==> config.mk <==
export PLATFORM = sky130hd
export DESIGN_NAME = stack_ctrl_fsm
export DESIGN_NICKNAME = d
export VERILOG_FILES = /design/src/rtl/stack_ctrl_fsm.sv
export SDC_FILE = /design/constraint.sdc
export NUM_CORES = 1
export LEC_CHECK = 0
export ABC_CLOCK_PERIOD_IN_PS = 3870
export CAP_MARGIN = 0
export CORE_UTILIZATION = 50
export DETAILED_ROUTE_END_ITERATION = 10
export PLACE_DENSITY_LB_ADDON = 0.1
export SLEW_MARGIN = 40
export SYNTH_ARGS = -nofsm -noshare
export SYNTH_HDL_FRONTEND = slang
export SYNTH_SLANG_ARGS = --single-unit
==> constraint.sdc <==
create_clock -name clock -period 3.87 [get_ports clock]
set_input_delay 0.774 -clock clock [delete_from_list [all_inputs] [get_ports clock]]
set_output_delay 0.774 -clock clock [all_outputs]
set_load 0.02 [all_outputs]
==> src/rtl/stack_ctrl_fsm.sv <==
// Multicycle sequencer for the STACK_CPU datapath: fetches and decodes NOP/PUSH/POP/ADD
// and drives the stack RAM and stack pointer. It halts on overflow, underflow or an illegal opcode.
module stack_ctrl_fsm #(
    parameter int DATA_W  = 32,
    parameter int DEPTH   = 16,
    parameter int PC_W    = 8,
    localparam int SPW    = $clog2(DEPTH) + 1,
    localparam int AW     = SPW - 1
) (
    input  logic              clock,
    input  logic              reset,
    output logic [PC_W-1:0]   pc,
    input  logic [31:0]       instr,
    output logic [AW-1:0]     st_addr,
    output logic              st_we,
    output logic [DATA_W-1:0] st_wdata,
    input  logic [DATA_W-1:0] st_rdata,
    output logic [SPW-1:0]    sp,
    output logic              pop_valid,
    output logic [DATA_W-1:0] pop_data,
    output logic              halted,
    output logic [1:0]        fault_code
);

    // state      | meaning
    // S_FETCH    | latch instr into IR, advance pc
    // S_DECODE   | fault check, then PUSH write / POP read / ADD first read
    // S_POP_WAIT | RAM read data arrives, capture into pop_data
    // S_ADD_RD2  | capture top operand, read second operand
    // S_ADD_EX   | write the sum over the second operand, drop sp
    // S_HALT     | faulted; frozen until reset
    typedef enum logic [2:0] {
        S_FETCH,
        S_DECODE,
        S_POP_WAIT,
        S_ADD_RD2,
        S_ADD_EX,
        S_HALT
    } state_t;

    localparam logic [5:0] OP_NOP  = 6'd0;
    localparam logic [5:0] OP_PUSH = 6'd1;
    localparam logic [5:0] OP_POP  = 6'd2;
    localparam logic [5:0] OP_ADD  = 6'd3;

    localparam logic [1:0] F_OVF = 2'b01;
    localparam logic [1:0] F_UNF = 2'b10;
    localparam logic [1:0] F_ILL = 2'b11;

    localparam logic [SPW-1:0] SP_FULL = SPW'(DEPTH);
    localparam logic [SPW-1:0] SP_ONE  = SPW'(1);
    localparam logic [SPW-1:0] SP_TWO  = SPW'(2);

    state_t              state, state_nxt;
    logic [31:0]         ir, ir_nxt;
    logic [DATA_W-1:0]   a_reg, a_nxt;
    logic [PC_W-1:0]     pc_nxt;
    logic [SPW-1:0]      sp_nxt;
    logic [DATA_W-1:0]   pop_data_nxt;
    logic                pop_valid_nxt;
    logic [1:0]          fault_nxt;
    logic [5:0]          opcode;
    logic [DATA_W-1:0]   imm_ext;
    logic                unused_ir;

    assign opcode    = ir[31:26];
    assign imm_ext   = DATA_W'(ir[15:0]);
    assign unused_ir = &{1'b0, ir[25:16]};
    assign halted    = (state == S_HALT);

    always_ff @(posedge clock) begin
        if (reset) begin
            state      <= S_FETCH;
            pc         <= '0;
            sp         <= '0;
            ir         <= '0;
            a_reg      <= '0;
            pop_data   <= '0;
            pop_valid  <= 1'b0;
            fault_code <= 2'b00;
        end else begin
            state      <= state_nxt;
            pc         <= pc_nxt;
            sp         <= sp_nxt;
            ir         <= ir_nxt;
            a_reg      <= a_nxt;
            pop_data   <= pop_data_nxt;
            pop_valid  <= pop_valid_nxt;
            fault_code <= fault_nxt;
        end
    end

    always_comb begin
        state_nxt     = state;
        pc_nxt        = pc;
        sp_nxt        = sp;
        ir_nxt        = ir;
        a_nxt         = a_reg;
        pop_data_nxt  = pop_data;
        pop_valid_nxt = 1'b0;
        fault_nxt     = fault_code;
        st_we         = 1'b0;
        st_addr       = '0;
        st_wdata      = '0;

        unique case (state)
            S_FETCH: begin
                ir_nxt    = instr;
                pc_nxt    = pc + PC_W'(1);
                state_nxt = S_DECODE;
            end
            S_DECODE: begin
                // Fault checks come first so a faulting word leaves sp and RAM untouched.
                case (opcode)
                    OP_NOP: state_nxt = S_FETCH;
                    OP_PUSH: begin
                        if (sp == SP_FULL) begin
                            fault_nxt = F_OVF;
                            state_nxt = S_HALT;
                        end else begin
                            st_we     = 1'b1;
                            st_addr   = AW'(sp);
                            st_wdata  = imm_ext;
                            sp_nxt    = sp + SP_ONE;
                            state_nxt = S_FETCH;
                        end
                    end
                    OP_POP: begin
                        if (sp == '0) begin
                            fault_nxt = F_UNF;
                            state_nxt = S_HALT;
                        end else begin
                            st_addr   = AW'(sp - SP_ONE);
                            sp_nxt    = sp - SP_ONE;
                            state_nxt = S_POP_WAIT;
                        end
                    end
                    OP_ADD: begin
                        if (sp < SP_TWO) begin
                            fault_nxt = F_UNF;
                            state_nxt = S_HALT;
                        end else begin
                            st_addr   = AW'(sp - SP_ONE);
                            state_nxt = S_ADD_RD2;
                        end
                    end
                    default: begin
                        fault_nxt = F_ILL;
                        state_nxt = S_HALT;
                    end
                endcase
            end
            S_POP_WAIT: begin
                pop_data_nxt  = st_rdata;
                pop_valid_nxt = 1'b1;
                state_nxt     = S_FETCH;
            end
            S_ADD_RD2: begin
                a_nxt     = st_rdata;
                st_addr   = AW'(sp - SP_TWO);
                state_nxt = S_ADD_EX;
            end
            S_ADD_EX: begin
                st_we     = 1'b1;
                st_addr   = AW'(sp - SP_TWO);
                st_wdata  = a_reg + st_rdata;
                sp_nxt    = sp - SP_ONE;
                state_nxt = S_FETCH;
            end
            S_HALT: state_nxt = S_HALT;
            default: state_nxt = S_FETCH;
        endcase

        // The RAM strobe is combinational, so the reset cycle must be masked explicitly.
        if (reset) begin
            st_we    = 1'b0;
            st_addr  = '0;
            st_wdata = '0;
        end
    end

endmodule

-- Word-level counts from Yosys, hierarchy flattened
Cells that the tools add are included.
- bits in registers: 115
- output and inout bits: 86
- word-level logic and storage cells: 65
- input port bits: 66
- reduce and logical (&&, ||, !) cells: 7
- order comparisons: 1
- mux-type cells: 28
- bitwise logic cells: 1
- equal/unequal tests: 15
- add/subtract/negate cells: 5
- operators with widths (kind ; number):
    32-bit case mux with 2 select lines ; 1
    32-bit adder ; 1
    16-bit two-way mux ; 2
    32-bit two-way mux ; 1
    3-bit case mux with 4 select lines ; 2
    5-bit case mux with 2 select lines ; 2
    4-bit two-way mux ; 4
    6-bit by 2-bit == test with 1-bit output (second input constant) ; 2
    4-bit case mux with 3 select lines ; 1
    5-bit two-way mux ; 2
    3-bit two-way mux ; 3
    8-bit by 1-bit adder with 8-bit output (second input constant) ; 1
    2-bit case mux with 4 select lines ; 1
    4-bit case mux with 2 select lines ; 1
    3-bit by 2-bit == test with 1-bit output (second input constant) ; 2
    3-bit == test (second input constant) ; 2
    6-bit by 1-bit == test with 1-bit output (second input constant) ; 1
    6-bit logical NOT ; 1
    2-bit two-way mux ; 3
    2-bit inequality test (second input constant) ; 3
    3-bit inequality test (second input constant) ; 2
    5-bit by 1-bit adder with 5-bit output (second input constant) ; 1
    5-bit == test (second input constant) ; 1
    5-bit logical NOT ; 1
    other kinds (13) ; 16

-- Longest topological paths before layout
- depth in word-level cells: 5
- mapped depth: 9
- mapped depth without buffers: 9

-- Worst setup path after synthesis
No wires, ideal clock.
- kind: in2out
- from: in st_rdata[0]
- to: out st_wdata[26]
- required time: 3.096 ns
- path buffers: 0
- stages on the path: 9
- path slack: 0.029 ns
- data arrival time: 3.067 ns
- path through: ha_1 fa_1 a211oi_1 o21ai_0 a2111o_1 nand4_1 a2111oi_2 o21ai_0 nor3b_1
- longest elaborated chain between the ends: 3
- RTL lines (what ; RTL line ; source):
    from (decl) ; 17 ; input logic [DATA_W-1:0] st_rdata,
    32-bit adder ; 166 ; st_wdata = a_reg + st_rdata;
    32-bit case mux with 2 select lines ; 106 ; unique case (state)
    32-bit two-way mux ; 175 ; if (reset) begin
    to (decl) ; 16 ; output logic [DATA_W-1:0] st_wdata,
Every way passes these cells.

-- Final worst setup path
- from: in st_rdata[0]
- to: out st_wdata[20]
Same word-level chain as after synthesis.

==> qor.txt <==
Worst Skew: 7.42 ps
fmax: 0.262 GHz
worst-margin pin slew: 748 ps
Max Cap Viol: 0
Hold Crit Endpoint: pop_data[14]$_SDFFE_PP0P_
ys async rst share: 0
vias in the first global route: 6644
die width: 113 µm
crit path time final: 3810 ps
Worst Hold Class: register to register
clk root buf: clkbuf_16
Place WS: -1030 ps
P&R area growth vs syn: 47.0%
# port buffers: 141
RSZ-0062 raised after global routing: true
setup tns final: 0 ps
wire per inst: 16.7 µm
GRT Overall Usage: 0.313
max_slew headroom: 0.500
CP Launch Type: input port
Main synth FF type: dfxtp_1
WS Path Type: input port to primary output
CP delay by family, top: compound AO/OA/AOI/OAI gates
WP buf/inv: 3
initial antenna violation count: 0
Routed WL: 20100 µm
synthesized flop and latch total: 105
post-route cell area: 9080 µm²
final setup vio count: 0
first-pass GRT wire length: 32000 µm
RR Endpoint: sp[2]$_SDFFE_PP0P_
hold_sp: pop_data[14]$_SDFFE_PP0P_
# diodes: 0
PD cells: 382 nW/µm²
final worst slack: 56.4 ps
drt first-iter violations: 357
CTS tree: done
register-to-register setup slack: 1690 ps
DR pass1 iterations: 4
fillers: 942
clock sink count: 105
count of cell types in the netlist: 66
utilization after layout: 0.756
largest net degree at the start of global routing: 44
Crit Path Max Fanout: 3
ratio of cells with drive above 1 in the final layout: 0.224
DP Area: 8390 µm²
# rows: 40
CTS clk-pin slew, worst paths: 70 ps
Synth Instances: 833
slowest CP cell: a2111o_1
Critical Path RT: 3100 ps
crit path DAT: 3040 ps
Leak Pwr: 3.55 nW
R2R depth: 6
die height: 113 µm
Nets: 1158
Initial Utilization: 0.515
CP peak stage delay: 420 ps
Tot Pwr: 3.47 mW
clk buf depth: 2
GR Overflow Total: 0
Worst Setup End Kind: primary output
status: finished, final reports clean
total CTS buffers: 9
io pins: 152
Seq/Total Area, Yosys: 0.340
via/cell ratio: 5.65
Core Region: 12000 µm²
peak supply drop: 342 µV
Hold Violations, Final: 0
Syn Area/Cell: 7.42 µm²
worst hold path depth: 2
period utilisation layout: 0.985
DP HPWL: 14400 µm
Final GP Congestion: 0.916
Synth warnings: 0
# H-tree levels: 3
worst skew pair latency: 360 ps
mapped cell area: 6180 µm²
Post-synth EDFFs: 0
Cell Chain, Critical Path: buf_8 -> ha_4 -> fa_2 -> a211oi_4 -> o21ai_2 -> a2111o_1 -> and2_4 -> a31oi_4 -> buf_6 -> xor2_1 -> nor2_1 -> buf_4
syn_nets: 938
post-route ant nets: 0
max-slew violations: 0
FF-to-FF Start: state[1]$_SDFF_PP0_
DIE AREA: 12800 µm²
final routed DRC violation total: 0
Via Count: 6813
==> synth_stat cells (3+ instances only) <==
cell type  number  area [µm²]
o21a_1          5        37.5
nand3_1        16        80.1
and3_1          5        31.3
a22oi_1         9        67.6
xnor2_1        13         114
nand2_1       212         796
a21o_1         12        90.1
nor2_1         58         218
a211oi_1       10        75.1
o21bai_1       12        90.1
a21oi_1       125         626
and2_1          3        18.8
nor3_1         13        65.1
dfxtp_1       105        2100
inv_1          13        48.8
xor2_1         15         131
a31oi_1         4        25.0
clkbuf_1       41         154
ha_1           38         475
a41oi_1         3        26.3
or3_1           9        56.3
o21ai_0        28         140
buf_2           5        25.0
o22a_1          3        26.3
nor4_1          3        18.8
mux2i_1         9        90.1
nand4_1        10        62.6
nor3b_1         3        22.5
buf_6           3        33.8
==> what timing repair did <==
action / CTS / global route
hold buffers: 0 / 0
resized for setup: 148 / 51
pin swaps: 30 / 10
endpoints found under the setup margin: 29 / 23
buffers inserted: 8 / 1
==> worst register-to-register path: cells and delay by family, from the launching register on <==
kind | cells | cell delay, ps
flip-flops | 1 | 580
AO/OA/AOI/OAI | 2 | 680
multiplexers | 1 | 170
AND/OR/NAND/NOR | 2 | 460
buffers and inverters | 1 | 210
==> final cells by class <==
| type | count | area [µm²] | area share |
|---|---|---|---|
| sequential | 105 | 2110 | 0.232 |
| timing repair buffer | 261 | 2220 | 0.245 |
| clock inverter | 7 | 111 | 0.0123 |
| inverter | 15 | 56.3 | 0.00620 |
| multi-input combinational | 661 | 4180 | 0.460 |
| clock buffer | 9 | 225 | 0.0248 |
| tap | 147 | 184 | 0.0202 |
==> routing by layer <==
metal  global-route usage  up-vias  share of wire
li1                     -     3328              -
met1                0.391     3209           0.43
met2                0.531      229           0.49
met3               0.0477       47          0.059
met4                0.143        0          0.029
met5                    0        -              0
==> power breakdown <==
part           total, mW  switching, mW  internal [mW]
Sequential          1.29          0.107           1.18
Clock               1.02          0.443          0.581
Combinational       1.16          0.668          0.487
==> cell usage in the layout, fill, tap and decap left out, types with 9 or more instances in the layout <==
cell             instances
a22oi_1                  9
clkdlybuf4s50_1         95
a21o_1                  12
inv_1                   13
dlygate4sd2_1           14
buf_4                  125
mux2i_1                  9
nand2_1                209
o21bai_1                12
nand4_1                 10
nor2_1                  54
o21ai_0                 19
clkbuf_16                9
dfxtp_1                102
ha_1                    18
a21oi_1                119
xor2_1                  15
ha_4                    18
nand3_1                 16
nor3_1                  10
xnor2_1                 13
==> per-stage QoR <==
| step | std cells | hold slack, ps |
|---|---|---|
| floorplan | 833 | 436 |
| global placement | 1180 | 441 |
| detailed placement | 1180 | 448 |
| CTS | 1204 | 458 |
| global route | 1205 | 477 |
| finish | 1205 | 455 |
==> worst max path at each step <==
stage | startpoint | to | slack, ps | depth (start not counted)
after global placement | st_rdata[0] | st_wdata[14] | -960 | 10
after floorplan | st_rdata[0] | st_wdata[26] | 30 | 9
final | st_rdata[0] | st_wdata[20] | 60 | 12
after CTS | st_rdata[0] | st_wdata[20] | -50 | 12
after detailed placement | st_rdata[0] | st_wdata[14] | -1030 | 10
after global routing | st_rdata[19] | st_wdata[26] | -30 | 10
==> cell families (layout without fill, tap and decap cells) <==
kind of cell / Yosys count / in the layout / share of synthesized area
buf+inv: 67 / 292 / 0.0459
simple gates: 350 / 350 / 0.248
flops: 105 / 105 / 0.340
xor+xnor: 28 / 28 / 0.0397
compound gates: 235 / 235 / 0.232
mux: 9 / 9 / 0.0146
fa+ha+maj: 39 / 39 / 0.0801
No activity file was read; power rests on OpenSTA's default activity.
